$ cat config.mk
export PLATFORM = sky130hd
export DESIGN_NAME = inst_fetch_unit_flat
export DESIGN_NICKNAME = d
export VERILOG_FILES = /design/src/rtl/inst_fetch_unit_if.sv /design/src/rtl/inst_fetch_unit.sv /design/src/flat_wrapper.sv
export SDC_FILE = /design/constraint.sdc
export NUM_CORES = 1
export LEC_CHECK = 0
export ABC_CLOCK_PERIOD_IN_PS = 3500
export CORE_AREA = 4 4 186 170
export DETAILED_ROUTE_END_ITERATION = 10
export DIE_AREA = 0 0 190 174
export PLACE_DENSITY = 0.88
export SYNTH_ARGS = -nofsm -noshare
export SYNTH_HDL_FRONTEND = slang
export SYNTH_SLANG_ARGS = --single-unit
$ cat constraint.sdc
create_clock -name CLK -period 3.5 [get_ports CLK]
set_input_delay 0.35 -clock CLK [delete_from_list [all_inputs] [get_ports CLK]]
set_output_delay 0.35 -clock CLK [all_outputs]
set_load 0.005 [all_outputs]
$ cat src/rtl/inst_fetch_unit_if.sv
// rtl/inst_fetch_unit_if.sv - MMU request/response and decode handshake bundle for inst_fetch_unit
interface inst_fetch_unit_if;
   logic        FLUSH;
   logic [31:0] NEW_PC;
   logic        MEM_WAIT;
   logic        INST_RDEN;
   logic [31:0] INST_RIADDR;
   logic [31:0] INST_ROADDR;
   logic        INST_RVALID;
   logic [31:0] INST_RDATA;
   logic        OUT_VALID;
   logic        OUT_READY;
   logic [31:0] OUT_PC;
   logic [31:0] OUT_INST;

   modport master (
      output FLUSH, NEW_PC, MEM_WAIT, INST_ROADDR, INST_RVALID, INST_RDATA, OUT_READY,
      input  INST_RDEN, INST_RIADDR, OUT_VALID, OUT_PC, OUT_INST
   );

   modport slave (
      input  FLUSH, NEW_PC, MEM_WAIT, INST_ROADDR, INST_RVALID, INST_RDATA, OUT_READY,
      output INST_RDEN, INST_RIADDR, OUT_VALID, OUT_PC, OUT_INST
   );
endinterface

$ cat src/rtl/inst_fetch_unit.sv
// rtl/inst_fetch_unit.sv - sequential instruction fetch with stale-response filter and output FIFO
// Optional FETCH_BYPASS_EN: zero-latency forwarding of a matching response when the FIFO is empty.
module inst_fetch_unit #(
   parameter logic [31:0] START_ADDR = 32'h0000_0000,
   parameter int unsigned BUF_DEPTH  = 4
) (
   input logic              CLK,
   input logic              RSTN,
   inst_fetch_unit_if.slave bus
);
   localparam int PW = (BUF_DEPTH > 1) ? $clog2(BUF_DEPTH) : 1;
   localparam int CW = PW + 1;
   localparam logic [CW:0] DEPTH_W = (CW+1)'(BUF_DEPTH);

   typedef enum logic [1:0] {S_BOOT, S_RUN, S_MISS} state_t;

   state_t        state, state_nx;
   logic [31:0]   fetch_pc, expect_pc;
   logic [CW-1:0] count, inflight;
   logic [PW-1:0] rd_ptr, wr_ptr;
   logic [31:0]   pc_mem   [BUF_DEPTH];
   logic [31:0]   inst_mem [BUF_DEPTH];
   logic [CW:0]   occupancy;
   logic [31:0]   redirect_pc;
   logic          issue, accept, resp_ok, rsp_dec, push, pop, bypass, bypass_take;

   // A slot is reserved at issue time, so buffered + outstanding bounds the FIFO fill.
   assign occupancy   = {1'b0, count} + {1'b0, inflight};
   assign issue       = (state != S_BOOT) && !bus.FLUSH && (occupancy < DEPTH_W);
   assign accept      = issue && !bus.MEM_WAIT;
   assign resp_ok     = bus.INST_RVALID && (bus.INST_ROADDR == expect_pc) && !bus.FLUSH;
   assign rsp_dec     = bus.INST_RVALID && (inflight != '0);
   assign redirect_pc = {bus.NEW_PC[31:2], 2'b00};

   assign bus.INST_RDEN   = issue;
   assign bus.INST_RIADDR = fetch_pc;

`ifdef FETCH_BYPASS_EN
   assign bypass = resp_ok && (count == '0) && (state != S_BOOT);
`else
   assign bypass = 1'b0;
`endif

   assign bypass_take = bypass && bus.OUT_READY;
   assign push        = resp_ok && !bypass_take;
   assign pop         = (count != '0) && bus.OUT_READY && !bus.FLUSH;

   always_comb begin
      bus.OUT_VALID = (count != '0);
      bus.OUT_PC    = pc_mem[rd_ptr];
      bus.OUT_INST  = inst_mem[rd_ptr];
      if (bypass) begin
         bus.OUT_VALID = 1'b1;
         bus.OUT_PC    = bus.INST_ROADDR;
         bus.OUT_INST  = bus.INST_RDATA;
      end
   end

   // S_MISS only reports a stalled request; issue is allowed in S_RUN and S_MISS alike.
   always_comb begin
      state_nx = state;
      case (state)
         S_BOOT:  state_nx = S_RUN;
         S_RUN:   if (issue && bus.MEM_WAIT) state_nx = S_MISS;
         S_MISS:  if (!bus.MEM_WAIT) state_nx = S_RUN;
         default: state_nx = S_BOOT;
      endcase
      if (bus.FLUSH) state_nx = S_RUN;
   end

   always_ff @(posedge CLK or negedge RSTN) begin
      if (!RSTN) begin
         state     <= S_BOOT;
         fetch_pc  <= START_ADDR;
         expect_pc <= START_ADDR;
         count     <= '0;
         inflight  <= '0;
         rd_ptr    <= '0;
         wr_ptr    <= '0;
         for (int i = 0; i < BUF_DEPTH; i++) begin
            pc_mem[i]   <= '0;
            inst_mem[i] <= '0;
         end
      end else begin
         state    <= state_nx;
         inflight <= inflight + CW'(accept) - CW'(rsp_dec);
         if (bus.FLUSH) begin
            fetch_pc  <= redirect_pc;
            expect_pc <= redirect_pc;
            count     <= '0;
            rd_ptr    <= '0;
            wr_ptr    <= '0;
         end else begin
            if (accept)  fetch_pc  <= fetch_pc + 32'd4;
            if (resp_ok) expect_pc <= expect_pc + 32'd4;
            if (push) begin
               pc_mem[wr_ptr]   <= bus.INST_ROADDR;
               inst_mem[wr_ptr] <= bus.INST_RDATA;
               wr_ptr           <= wr_ptr + PW'(1);
            end
            if (pop) rd_ptr <= rd_ptr + PW'(1);
            count <= count + CW'(push) - CW'(pop);
         end
      end
   end
endmodule

$ cat src/flat_wrapper.sv
// flat-port wrapper written by rule: the top's interface ports become plain ports
module inst_fetch_unit_flat 
#(
   parameter logic [31:0] START_ADDR = 32'h0000_0000,
   parameter int unsigned BUF_DEPTH  = 4
)
  (CLK, RSTN, bus_FLUSH, bus_NEW_PC, bus_MEM_WAIT, bus_INST_ROADDR, bus_INST_RVALID, bus_INST_RDATA, bus_OUT_READY, bus_INST_RDEN, bus_INST_RIADDR, bus_OUT_VALID, bus_OUT_PC, bus_OUT_INST);
  inst_fetch_unit_if bus_i ();
  input logic CLK;
  input logic RSTN;
  input wire logic [$bits(bus_i.FLUSH)-1:0] bus_FLUSH;
  input wire logic [$bits(bus_i.NEW_PC)-1:0] bus_NEW_PC;
  input wire logic [$bits(bus_i.MEM_WAIT)-1:0] bus_MEM_WAIT;
  input wire logic [$bits(bus_i.INST_ROADDR)-1:0] bus_INST_ROADDR;
  input wire logic [$bits(bus_i.INST_RVALID)-1:0] bus_INST_RVALID;
  input wire logic [$bits(bus_i.INST_RDATA)-1:0] bus_INST_RDATA;
  input wire logic [$bits(bus_i.OUT_READY)-1:0] bus_OUT_READY;
  output wire logic [$bits(bus_i.INST_RDEN)-1:0] bus_INST_RDEN;
  output wire logic [$bits(bus_i.INST_RIADDR)-1:0] bus_INST_RIADDR;
  output wire logic [$bits(bus_i.OUT_VALID)-1:0] bus_OUT_VALID;
  output wire logic [$bits(bus_i.OUT_PC)-1:0] bus_OUT_PC;
  output wire logic [$bits(bus_i.OUT_INST)-1:0] bus_OUT_INST;
  assign bus_i.FLUSH = bus_FLUSH;
  assign bus_i.NEW_PC = bus_NEW_PC;
  assign bus_i.MEM_WAIT = bus_MEM_WAIT;
  assign bus_i.INST_ROADDR = bus_INST_ROADDR;
  assign bus_i.INST_RVALID = bus_INST_RVALID;
  assign bus_i.INST_RDATA = bus_INST_RDATA;
  assign bus_i.OUT_READY = bus_OUT_READY;
  assign bus_INST_RDEN = bus_i.INST_RDEN;
  assign bus_INST_RIADDR = bus_i.INST_RIADDR;
  assign bus_OUT_VALID = bus_i.OUT_VALID;
  assign bus_OUT_PC = bus_i.OUT_PC;
  assign bus_OUT_INST = bus_i.OUT_INST;
  inst_fetch_unit #(.START_ADDR(START_ADDR), .BUF_DEPTH(BUF_DEPTH)) u_core (.CLK(CLK), .RSTN(RSTN), .bus(bus_i));
endmodule
==> run metrics <==
initial antenna violation count=3; mean area per synthesized cell=about 15 um^2; Layout Area Growth over Synthesis=22.18%; die area=roughly 33000 um^2; worst r2r dst=u_core.count[2]; CTS H-tree depth=2; area leader, netlist=dfrtp_1; Clock Tree Buf Depth=3; period utilization=0.8851; total negative setup slack=0 ns; Synth Register Bits=around 330; I/O Buffers=between 150 and 200; synthesized area=between 15000 and 20000 um^2; vias=10520; First-pass DRT Iterations=5; Hold Crit Depth=3; Routability Congestion=approximately 0.89; CTS tree=built; Initial Util=0.5568; # DRC=0; hold endpoint=u_core.expect_pc[20]; die width=190 um; multi-input logic area=7812 um^2; hold_sp=bus_NEW_PC[20]; Sink Count=~330; Crit Reg-Reg Startpoint=u_core.expect_pc[13]; most frequent cells in the layout=dfrtp_1 (326), mux2_4 (232), clkdlybuf4s50_1 (194), mux4_2 (64); crit-path max FO=24; final net count=approximately 1400; Syn Inst Count=about 1100; post-synthesis cell type count=53; r2r setup slk=0.58 ns; FFs w/ async S/R, synth=1.000; Synth area leaders=dfrtp_1 (50%), mux2_4 (21%), mux4_2 (8.7%); antenna diode count=0; CP peak stage delay=0.78 ns; final setup margin=0.4022 ns; GRT Util Overall=0.2472; CP endpoint kind=output port; register area=roughly 8200 um^2; M1 GR Usage=0.3508; post-synthesis sequential area ratio=0.4971; Tmin final=3.098 ns; VDD IR max=0.3778 mV; drt via density=5.993; Iteration-0 DRC Markers=between 700 and 800; share of cells above drive strength 1=0.3126; worst path arrival time=around 2.8 ns; WL final=a little over 40000 um; Worst-Margin Slew=0.9787 ns; Die Ht=approximately 170 um; met2 usage=0.3964; Worst R2R Path Depth=10; Lkg Pwr=about 9.6 nW; total gr overflow=0; Finished Core Util=0.6803; Final Hold Viols=0; Post-CTS Setup Repair Bufs=0; core outline area=around 30000 um^2; # hold bufs at CTS=1; cts repair resizes=0; Final Max Tran Viols=0; TritonCTS Buffers=36; DR WL/cell=23.13 um; CP max-delay cell=dfrtp_4; number of setup violations in the final report=0; Crit Path Category=flip-flop to output port; PwrDens=between 400 and 500 nW/um^2; slew margin rel.=0.3451; Filler cells=1979; Worst setup SP type=flip-flop; dpl ws=between 0.1 and 0.15 ns; Hold/Removal Path Class=primary input to flip-flop; most used flip-flop cell after synthesis=dfrtp_1; Clk pin slew, worst setup/hold paths=approximately 0.060 ns; Root Driver=clkbuf_16; vias in the first global route=between 10000 and 15000; Post-DP HPWL=approximately 26000 um; remaining antenna violation count=0; Fmax achieved=322.8 MHz; largest net degree at the start of global routing=roughly 100; CP required=between 3 and 4 ns; Yosys warnings=0; std cell rows=60; commonest non-fill, non-tap cell in the layout=dfrtp_1; Post-synth EDFFs=0; Max Cap Viol=0; RSZ-0062 raised after global routing=false; Clk Latency, worst-skew pair=~0.52 ns; most used routing layer=met2; critical path cell sequence=buf_4 > mux4_2 > clkdlybuf4s50_1; met3 GRT Util=0.05301; post-synth top area share=0.4971; status=completed; first-pass GRT wire length=approximately 65000 um; I/O pin count=200; skew final=approximately 0.020 ns
critical path, delay by kind of cell (launching register included):
family | cells | cell delay [ns]
buf+inv | 2 | 0.86
flops | 1 | 0.78
mux | 1 | 0.58
through the flow:
| stage | instance area, um^2 | std cells | total power [mW] | hold WS [ns] |
|---|---|---|---|---|
| finish | 20170 | 1756 | 9.384 | 0.4524 |
| global route | 20170 | 1756 | 9.792 | 0.4692 |
| CTS | 20170 | 1756 | 9.464 | 0.4403 |
| detailed placement | 18960 | 1693 | 5.552 | 0.4237 |
| global placement | 18960 | 1693 | 5.510 | 0.4102 |
| floorplan | 16510 | 1122 | 4.894 | 0.05441 |
cell usage after synthesis (4+ instances only):
| library cell | instances |
|---|---|
| o311ai_1 | 4 |
| o31a_1 | 7 |
| and2_1 | 11 |
| mux4_2 | 64 |
| and3_1 | 16 |
| mux2i_1 | 5 |
| mux2_4 | 232 |
| a21oi_1 | 14 |
| nor3_1 | 14 |
| nand3_1 | 33 |
| buf_1 | 10 |
| nand2_1 | 46 |
| clkbuf_1 | 24 |
| nand4_1 | 19 |
| buf_6 | 24 |
| nand3_4 | 4 |
| and4_1 | 5 |
| o311ai_0 | 4 |
| mux2_2 | 25 |
| nor4_1 | 19 |
| dfrtp_1 | 328 |
| ha_1 | 12 |
| o21ai_0 | 26 |
| inv_1 | 15 |
| or4_1 | 5 |
| xor2_1 | 46 |
| nor2_1 | 33 |
| a31oi_1 | 9 |
| xnor2_1 | 24 |
how the worst max path moves through the flow:
stage                                   from            endpoint  slack, ns  cells past startpoint
final                       u_core.rd_ptr[0]      bus_OUT_PC[17]       0.40                      3
after global routing        u_core.rd_ptr[0]      bus_OUT_PC[14]       0.28                      3
after CTS                   u_core.rd_ptr[0]      bus_OUT_PC[17]       0.32                      3
after detailed placement     bus_INST_RVALID     u_core.count[2]       0.10                     12
after global placement       bus_INST_RVALID     u_core.count[2]       0.08                     12
after floorplan           u_core.inflight[1]  u_core.inflight[2]       0.63                     11
per-layer routing:
layer,up-vias,wire length [um]
met5,-,28
met4,6,811
met3,77,2718
met2,437,19430
met1,5462,17640
li1,4541,-
sequential cells by signal (all words and copies together), names as in the netlist:
name and flops:
u_core.pc_mem 128, u_core.inflight 3, u_core.count 3, u_core.inst_mem 128, u_core.wr_ptr 2, u_core.expect_pc 30
u_core.bus.INST_RIADDR 30, u_core.state 2, u_core.rd_ptr 2
where the power goes:
| part | internal (mW) | switching (mW) | total, mW |
|---|---|---|---|
| sequential | 3.93 | 0.262 | 4.19 |
| combinational | 0.667 | 0.627 | 1.29 |
| clock | 2.38 | 1.52 | 3.90 |
cell type report:
cell class / instances / share of cell area
Clock buffer: 51 / 0.04993
Clock inverter: 11 / 0.009800
Inverter: 17 / 0.003163
Multi-Input combinational cell: 714 / 0.3873
Sequential cell: 328 / 0.4071
Tap cell: 403 / 0.02500
Timing Repair Buffer: 232 / 0.1177
cells by family after synthesis:
family,count (synthesis),share of synthesized area
DFF,328,0.4971
muxes,326,0.3184
and+or+nand+nor,220,0.07351
AOI/OAI and AO/OA,82,0.03221
buffers and inverters,80,0.02993
xor gates and xnor gates,70,0.03713
adders and majority gates,14,0.01152
other,1,0.0002271
(Power assumes the default switching activity.)
